==> src/rtl/audio_ctrl_pkg.sv <==
// audio_ctrl_pkg: shared select-code constants and types for the audio controller
package audio_ctrl_pkg;
    localparam int N_IN_DEF  = 3;
    localparam int W_OUT_DEF = $clog2(N_IN_DEF + 1);
    typedef logic [W_OUT_DEF-1:0] sel_code_t;
endpackage

==> src/rtl/onehot_popcount.sv <==
// onehot_popcount: flags a vector with two or more bits set, or with none set
module onehot_popcount #(
    parameter int N_IN = 3
) (
    input  logic [N_IN-1:0] data,
    output logic            multi,
    output logic            none
);
    logic any;
    // Running "seen one already" term; a second set bit raises multi
    always_comb begin
        any   = 1'b0;
        multi = 1'b0;
        for (int i = 0; i < N_IN; i++) begin
            multi = multi | (any & data[i]);
            any   = any | data[i];
        end
        none = ~any;
    end
endmodule

==> src/rtl/onehot_encoder.sv <==
// onehot_encoder: one-hot select to binary code (0 = none, i+1 = bit i), highest set bit wins
module onehot_encoder
    import audio_ctrl_pkg::*;
#(
    parameter int N_IN  = N_IN_DEF,
    parameter int W_OUT = $clog2(N_IN + 1)
) (
    input  logic             clk,
    input  logic             rst_n,
    input  logic [N_IN-1:0]  data,
    output logic [W_OUT-1:0] q,
    output logic [W_OUT-1:0] q_reg,
    output logic             multi_hot,
    output logic             multi_hot_sticky,
    output logic             none_hot
);
    logic multi, none;
    // Ternary rather than if so an X data bit propagates into q instead of reading as 0
    always_comb begin
        q = '0;
        for (int i = 0; i < N_IN; i++)
            q = data[i] ? W_OUT'(i + 1) : q;
    end
    onehot_popcount #(.N_IN(N_IN)) u_pop (
        .data  (data),
        .multi (multi),
        .none  (none)
    );
    always_ff @(posedge clk or negedge rst_n) begin
        if (!rst_n) begin
            q_reg            <= '0;
            multi_hot        <= 1'b0;
            multi_hot_sticky <= 1'b0;
            none_hot         <= 1'b1;
        end else begin
            q_reg            <= q;
            multi_hot        <= multi;
            multi_hot_sticky <= multi_hot_sticky | multi;
            none_hot         <= none;
        end
    end
endmodule

==> config.mk <==
export PLATFORM = sky130hd
export DESIGN_NAME = onehot_encoder
export DESIGN_NICKNAME = d
export VERILOG_FILES = /design/src/rtl/audio_ctrl_pkg.sv /design/src/rtl/onehot_popcount.sv /design/src/rtl/onehot_encoder.sv
export SDC_FILE = /design/constraint.sdc
export NUM_CORES = 1
export LEC_CHECK = 0
export BUFFER_PORTS_ARGS = -buffer_cell sky130_fd_sc_hd__buf_4
export CAP_MARGIN = 20
export CORE_AREA = 2 2 39 41
export DETAILED_ROUTE_END_ITERATION = 16
export DIE_AREA = 0 0 41 43
export GPL_TIMING_DRIVEN = 1
export SETUP_SLACK_MARGIN = 0.15
export SYNTH_ARGS = -nofsm -noshare
export SYNTH_HDL_FRONTEND = slang
export SYNTH_HIERARCHICAL = 1
export SYNTH_SLANG_ARGS = --single-unit
==> constraint.sdc <==
create_clock -name clk -period 0.8 [get_ports clk]
set_clock_uncertainty 0.1 [all_clocks]
set_input_delay 0.2 -clock clk [delete_from_list [all_inputs] [get_ports clk]]
set_output_delay 0.2 -clock clk [all_outputs]
set_load 0.02 [all_outputs]
==> metrics.cfg, run 1 <==
[logic_synthesis]
ys_seq_area_share_pct = 75.9
syn-num-nets = 16
netlist_instances = 11
synth_area_per_cell_sq_um = 15.1
synth-seq-cells = 5
yosys_warnings = 6
synth_cell_type_count = 7
netlist_area_sq_um = 166

[critical_path]
max_stage_delay_ns = 0.52
path_buf_inv = 1
cp_cell_sequence = buf_6
crit_family = flip-flops
path_class = flip-flop to output pin
cp-end-kind = output pin
cp-start-kind = flip-flop
crit_slowest_cell = dfstp_2
required_ns = 0.50
crit_fanout = 1
worst_ep_arrival_time_ns = 0.86

[cts]
clockBufferDepth = 2
cts_root_buffer = clkbuf_4
cts_tree = built
clock_latency_ns = 0.24
htreeDepth = 1
cts_num_sinks = 5
cts_buffers = 3
hold_buffers = 1
clk_pin_slew_ns = 0.04

[hold_path]
hold_class = input pin to flip-flop

[die]
io_pins = 12
core-area_sq_mm = 0.00138
std_cell_rows = 14
die_x_um = 41
die-area_sq_mm = 0.00176
initial_utilization_pct = 12.0
die_height_um = 43

[status]
violations = hold timing, setup timing
status = finished with violations

[sta]
fin_hold_ws_ns = -0.00900
slew_headroom_pct = 87.0
min_period_ns = 1.16
drv_slew = 0
fin_ws_ns = -0.359
rsz0062_at_grt = true
hold_viol = 1
worst_pin_slew_ns = 0.193
min_period_over_period_pct = 145
final-setup-viol-count = 8
timing.fmax_mhz = 863

[layout]
fin_area_sq_um = 422
fillers = 150
nets = 38
diodes = 0
drive_above_1_share_pct = 75.0
multi_input_area_sq_um = 46.3
fin_cells = 48
seq_area_sq_um = 126
largest_reg_flops = 2
area_growth_pct = 153

[detailed_routing]
initialDrtViolationCount = 0
drtAntennaViolNets = 0
detailroute.via_count = 163
wl_per_cell_um = 7.92
via_per_inst = 3.40
first_pass_iters = 1
drc = 0
routed_wirelength_um = 380

[pwr]
power_frac_seq_pct = 38.5
combPwrFrac_pct = 21.4
p_switching_mw = 0.157
leakagePower_nw = 0.188
internal_power_mw = 0.549
ir_drop_mv = 0.380
swShare_pct = 22.3
p_per_area_mw_per_mm2 = 1670
finalPower_mw = 0.706
power_frac_clock_pct = 40.1

[place]
port_buffers = 11
dp.cells = 40
placed_area_sq_um = 302
routabilityCongestion = 0.624
hpwl_um = 265

[global_routing]
grt_use_total_pct = 6.55
grt-ovfl-total = 0
grt_pass1_wl_um = 600
grt_max_degree = 6
antenna_found_initial = 0
grt_pass1_vias = 155

[flow_run]
drv_cap = 0

## through the flow
step	setup TNS [ns]	setup WS [ns]	util, %
6_report	-1.73	-0.359	30.5
5_1_grt	-1.94	-0.393	30.5
4_1_cts	-1.77	-0.370	29.3
3_5_place_dp	-1.19	-0.280	21.8
3_3_place_gp	-1.17	-0.269	21.8
2_1_floorplan	-0.164	-0.110	-
## Yosys cell counts (all sizes together)
| cell | count | area share (%) |
|---|---|---|
| dfrtp | 4 | 60 |
| or2 | 2 | 7.5 |
| a21o | 1 | 4.5 |
| dfstp | 1 | 16 |
| inv | 1 | 2.3 |
| maj3 | 1 | 6.8 |
| nor3 | 1 | 3.0 |
## layout by cell type, fill, tap and decap left out, types with 2 or more instances in the layout
cell type	instances
buf_6	9
buf_4	4
dfrtp_1	4
clkbuf_4	3
buf_8	2
## kinds of logic after synthesis
logic type | count (synthesis) | share of synthesized area, %
buffers and inverters | 1 | 2.25
DFF | 5 | 75.9
and+or+nand+nor | 3 | 10.5
AOI/OAI and AO/OA | 1 | 4.51
adders and majority gates | 1 | 6.77
## path summary, 6_finish.rpt
path	start	end	slack, ns	cells after the start
worst max-delay path	none_hot$_DFF_PN1_	none_hot	-0.36	1
worst min-delay path	data[0]	none_hot$_DFF_PN1_	-0.009	2
worst max register to register	multi_hot_sticky$_DFF_PN0_	multi_hot_sticky$_DFF_PN0_	-0.12	2
worst min register to register	multi_hot_sticky$_DFF_PN0_	multi_hot_sticky$_DFF_PN0_	0.47	2
max in group asynchronous	rst_n	none_hot$_DFF_PN1_	0.19	2
min in group asynchronous	rst_n	q_reg[1]$_DFF_PN0_	0.21	2
## timing repair
item,CTS,global route
endpoints found under the hold margin,6,1
setup buffers,3,0
pin swaps,4,0
endpoints found under the setup margin,9,10
resized for setup,12,4
## per-layer routing
| layer | global-route usage [%] | vias to the layer above | wire length, um |
|---|---|---|---|
| met4 | 10.0 | 0 | 19 |
| met1 | 5.54 | 69 | 127 |
| met5 | 0 | - | 0 |
| li1 | - | 78 | - |
| met3 | 6.28 | 2 | 73 |
| met2 | 6.56 | 14 | 160 |
## power groups by stage
stage | clock [mW] | combinational, mW | sequential (mW)
after detailed placement | 0 | 0.109 | 0.273
after global placement | 0 | 0.108 | 0.273
after CTS | 0.297 | 0.142 | 0.272
after floorplan | 0 | 0.0281 | 0.289
final | 0.283 | 0.151 | 0.272
after global routing | 0.328 | 0.162 | 0.272
## layout make-up
cell class              instances  share of cell area [%]
repair buffers                 17                    45.4
flip-flops and latches          5                    30.0
multi-input cells               5                    11.0
clock buffers                   4                    6.23
well taps                      16                    4.75
inverters                       1                    2.67
No activity file was read; power rests on OpenSTA's default activity.
==> run 2: changes to the inputs <==
--- a/config.mk
+++ b/config.mk
@@ -11,7 +11,9 @@
 export DETAILED_ROUTE_END_ITERATION = 16
 export DIE_AREA = 0 0 41 43
 export GPL_TIMING_DRIVEN = 1
+export REMOVE_ABC_BUFFERS = 1
 export SETUP_SLACK_MARGIN = 0.15
+export SLEW_MARGIN = 15
 export SYNTH_ARGS = -nofsm -noshare
 export SYNTH_HDL_FRONTEND = slang
 export SYNTH_HIERARCHICAL = 1
==> metrics.cfg, run 2 (synthesis gave the netlist of run 1 again) <==
[detailed_routing]
wl_per_cell_um = 8.40
drc = 0
first_pass_iters = 1
initialDrtViolationCount = 0
detailroute.via_count = 174
routed_wirelength_um = 437
via_per_inst = 3.35
drtAntennaViolNets = 0

[layout]
layout_commonest_cell = buf_6
diodes = 0
area_growth_pct = 166
nets = 42
final_util_pct = 32.0
seq_area_sq_um = 126
multi_input_area_sq_um = 38.8
fin_cells = 52
fin_area_sq_um = 443
drive_above_1_share_pct = 75.0
largest_reg_flops = 2
fillers = 148
layout_common_cells = 12 x buf_6, 5 x buf_4, 4 x dfrtp_1

[critical_path]
worst_ep_arrival_time_ns = 0.86
crit_fanout = 1
required_ns = 0.50
cp-startpoint = none_hot$_DFF_PN1_
path_class = flip-flop to output pin
crit_slowest_cell = dfstp_2
r2r-start = multi_hot_sticky$_DFF_PN0_
cp_cell_sequence = buf_6
cp-start-kind = flip-flop
cp-end-kind = output pin
crit_family = flip-flops
path_buf_inv = 1
max_stage_delay_ns = 0.52

[global_routing]
grt_use_total_pct = 6.24
antenna_found_initial = 0
grt_max_degree = 6
grt-ovfl-total = 0
grt_pass1_vias = 162
grt_pass1_wl_um = 586

[pwr]
internal_power_mw = 0.562
swShare_pct = 21.9
p_per_area_mw_per_mm2 = 1620
power_frac_clock_pct = 39.0
power_frac_seq_pct = 37.8
ir_drop_mv = 0.480
combPwrFrac_pct = 23.2
leakagePower_nw = 0.207
p_switching_mw = 0.158

[die]
std_cell_rows = 14
die_x_um = 41
core-area_sq_mm = 0.00138
io_pins = 12
die-area_sq_mm = 0.00176
die_height_um = 43
initial_utilization_pct = 12.0

[cts]
clk_pin_slew_ns = 0.04
clockBufferDepth = 2
cts_buffers = 3
clock_latency_ns = 0.23
cts_num_sinks = 5
htreeDepth = 1
cts_tree = built
cts_root_buffer = clkbuf_4

[sta]
min_period_ns = 1.16
rsz0062_at_grt = true
fin_ws_ns = -0.360
final-setup-viol-count = 8
fin_hold_ws_ns = 0.0744
timing.fmax_mhz = 862
slew_headroom_pct = 87.0
min_period_over_period_pct = 145
drv_slew = 0
worst_pin_slew_ns = 0.194
hold_viol = 0

[place]
dp_slack_ns = -0.281
dp.cells = 40
placed_area_sq_um = 284
port_buffers = 11
routabilityCongestion = 0.574

[flow_run]
drv_cap = 0

[status]
violations = setup timing
status = finished with violations

[hold_path]
worstHoldStart = data[0]
hold_class = input pin to flip-flop

[run 2: cell types whose count changed in the layout (fill, tap and decap cells not counted), sizes merged]
cell  change
buf       +4
[run 2: layer usage]
layer,part of all wire [%],GRT usage (%)
met1,36,4.87
met5,0,0
met2,49,7.19
met3,14,6.28
met4,0,8.00
[run 2: worst paths after layout]
check	slack, ns	cells after the start	end
min reg2reg	0.40	1	multi_hot_sticky$_DFF_PN0_
max in group asynchronous	0.20	2	none_hot$_DFF_PN1_
min	0.07	3	none_hot$_DFF_PN1_
max	-0.36	1	none_hot
min in group asynchronous	0.21	2	q_reg[1]$_DFF_PN0_
max reg2reg	-0.03	1	multi_hot_sticky$_DFF_PN0_
[run 2: layout make-up]
type / count / area share, %
flip-flops and latches: 5 / 28.5
repair buffers: 21 / 51.4
clock buffers: 4 / 5.93
multi-input cells: 5 / 8.76
well taps: 16 / 4.52
inverters: 1 / 0.847
[run 2: power by group through the flow]
stage / registers (mW) / clock network [mW] / logic, mW
final: 0.272 / 0.281 / 0.167
after global routing: 0.273 / 0.316 / 0.177
after CTS: 0.272 / 0.298 / 0.143
after detailed placement: 0.273 / 0 / 0.0971
after global placement: 0.274 / 0 / 0.0961
after floorplan: 0.289 / 0 / 0.0200
[run 2: what timing repair did]
item,in CTS,in global routing
setup buffers,3,4
endpoints found under the hold margin,6,0
hold buffers,1,0
pin swaps,4,3
resized for setup,17,3
cloned,0,0
endpoints found under the setup margin,9,10
[run 2: stage by stage]
| stage | TNS, ns | power (mW) |
|---|---|---|
| floorplan | -0.183 | 0.309 |
| finish | -1.70 | 0.720 |
| global placement | -1.01 | 0.370 |
| global route | -1.87 | 0.765 |
| detailed placement | -1.02 | 0.370 |
| CTS | -1.74 | 0.713 |
==> run 3: changes to the inputs <==
--- a/config.mk
+++ b/config.mk
@@ -12,7 +12,6 @@
 export DIE_AREA = 0 0 41 43
 export GPL_TIMING_DRIVEN = 1
 export REMOVE_ABC_BUFFERS = 1
-export SETUP_SLACK_MARGIN = 0.15
 export SLEW_MARGIN = 15
 export SYNTH_ARGS = -nofsm -noshare
 export SYNTH_HDL_FRONTEND = slang
==> metrics.cfg, run 3 (synthesis gave the netlist of run 1 again) <==
[status]
status = finished with violations
violations = setup timing

[critical_path]
r2r_slack_ns = -0.03
crit_family = flip-flops
crit_slowest_cell = dfstp_2
cp_num_cells = 1
worst_ep_arrival_time_ns = 0.86
rr_worst_depth = 1
timing.rr.end = multi_hot_sticky$_DFF_PN0_
max_stage_delay_ns = 0.52
required_ns = 0.50
cp-start-kind = flip-flop
crit_path_end = none_hot
cp_cell_sequence = buf_6
path_class = flip-flop to output pin
path_buf_inv = 1
crit_fanout = 1
cp-startpoint = none_hot$_DFF_PN1_
r2r-start = multi_hot_sticky$_DFF_PN0_
cp-end-kind = output pin

[sta]
hold_viol = 0
min_period_ns = 1.16
fin_hold_ws_ns = 0.0687
fin_ws_ns = -0.361
rsz0062_at_grt = true
final-setup-viol-count = 9
timing.fmax_mhz = 862
drv_slew = 0
min_period_over_period_pct = 145
worst_pin_slew_ns = 0.199
slew_headroom_pct = 86.6

[global_routing]
grt_pass1_vias = 162
grt-ovfl-total = 0
grt_max_degree = 6
grt_use_total_pct = 6.14
antenna_found_initial = 0
grt_pass1_wl_um = 572

[detailed_routing]
drc = 0
detailroute.via_count = 171
initialDrtViolationCount = 1
via_per_inst = 3.35
wl_per_cell_um = 8.33
drtAntennaViolNets = 0
first_pass_iters = 2
routed_wirelength_um = 425

[layout]
seq_area_sq_um = 126
diodes = 0
area_growth_pct = 155
layout_common_cells = 9 x buf_6, 7 x buf_4, 4 x dfrtp_1
fillers = 145
nets = 41
layout_commonest_cell = buf_6
multi_input_area_sq_um = 38.8
largest_reg_flops = 2
drive_above_1_share_pct = 74.3
fin_cells = 51

[place]
port_buffers = 11
routabilityCongestion = 0.574
dp.cells = 40

[pwr]
p_switching_mw = 0.155
leakagePower_nw = 0.198
power_frac_seq_pct = 38.4
internal_power_mw = 0.553
swShare_pct = 21.9
combPwrFrac_pct = 22.0
p_per_area_mw_per_mm2 = 1670
power_frac_clock_pct = 39.6
ir_drop_mv = 0.479

[die]
initial_utilization_pct = 12.0
die_x_um = 41
core-area_sq_mm = 0.00138
die_height_um = 43
die-area_sq_mm = 0.00176
std_cell_rows = 14
io_pins = 12

[flow_run]
drv_cap = 0

[cts]
clk_pin_slew_ns = 0.04
cts_buffers = 3
clockBufferDepth = 2
cts_num_sinks = 5
htreeDepth = 1
cts_root_buffer = clkbuf_4
clock_latency_ns = 0.23
cts_tree = built

[hold_path]
hold_class = input pin to flip-flop

## run 3: changes by cell type in the layout (fill, tap and decap cells not counted), sizes merged
cell / delta
buf: -1
## run 3: power by group through the flow
stage               clock [mW]  sequential, mW  combinational, mW
global route             0.316           0.273              0.165
global placement             0           0.274             0.0961
CTS                      0.298           0.272              0.141
detailed placement           0           0.273             0.0971
floorplan                    0           0.289             0.0200
finish                   0.281           0.272              0.156
## run 3: what timing repair did
action                     in CTS  in global routing
pin swaps                       4                  3
hold buffers                    1                  0
hold endpoints to repair        6                  0
gates resized for setup        16                  1
setup endpoints to repair       8                  8
setup buffers                   3                  3
## run 3: how the worst min path moves through the flow
stage / from / endpoint / slack, ns / cells past startpoint
detailed placement: rst_n / multi_hot$_DFF_PN0_ / -0.1 / 1
CTS: data[0] / none_hot$_DFF_PN1_ / -0.03 / 2
global placement: rst_n / multi_hot$_DFF_PN0_ / -0.1 / 1
global route: data[2] / none_hot$_DFF_PN1_ / 0.06 / 3
finish: data[2] / none_hot$_DFF_PN1_ / 0.07 / 3
floorplan: rst_n / multi_hot$_DFF_PN0_ / -0.20 / 0
## run 3: through the flow
stage / total power, mW / setup WS [ns] / cell area, sq um / TNS, ns / util, %
after floorplan: 0.309 / -0.129 / 166 / -0.183 / -
after global placement: 0.370 / -0.274 / 284 / -1.01 / 20.5
after detailed placement: 0.370 / -0.281 / 284 / -1.02 / 20.5
after CTS: 0.711 / -0.373 / 398 / -1.74 / 28.8
after global routing: 0.753 / -0.397 / 424 / -1.90 / 30.7
final: 0.709 / -0.361 / 424 / -1.73 / 30.7
## run 3: cell type report
class                           count  share of cell area (%)
Timing Repair Buffer               20                    49.3
Inverter                            1                   0.885
Clock buffer                        4                    6.19
Multi-Input combinational cell      5                    9.14
Tap cell                           16                    4.72
Sequential cell                     5                    29.8
## run 3: per-layer routing
layer | track usage [%] | wire length (um) | vias to the layer above
li1 | - | - | 82
met1 | 4.55 | 163 | 77
met2 | 7.19 | 199 | 12
met3 | 6.28 | 62 | 0
met4 | 8.00 | 0 | 0
met5 | 0 | 0 | -
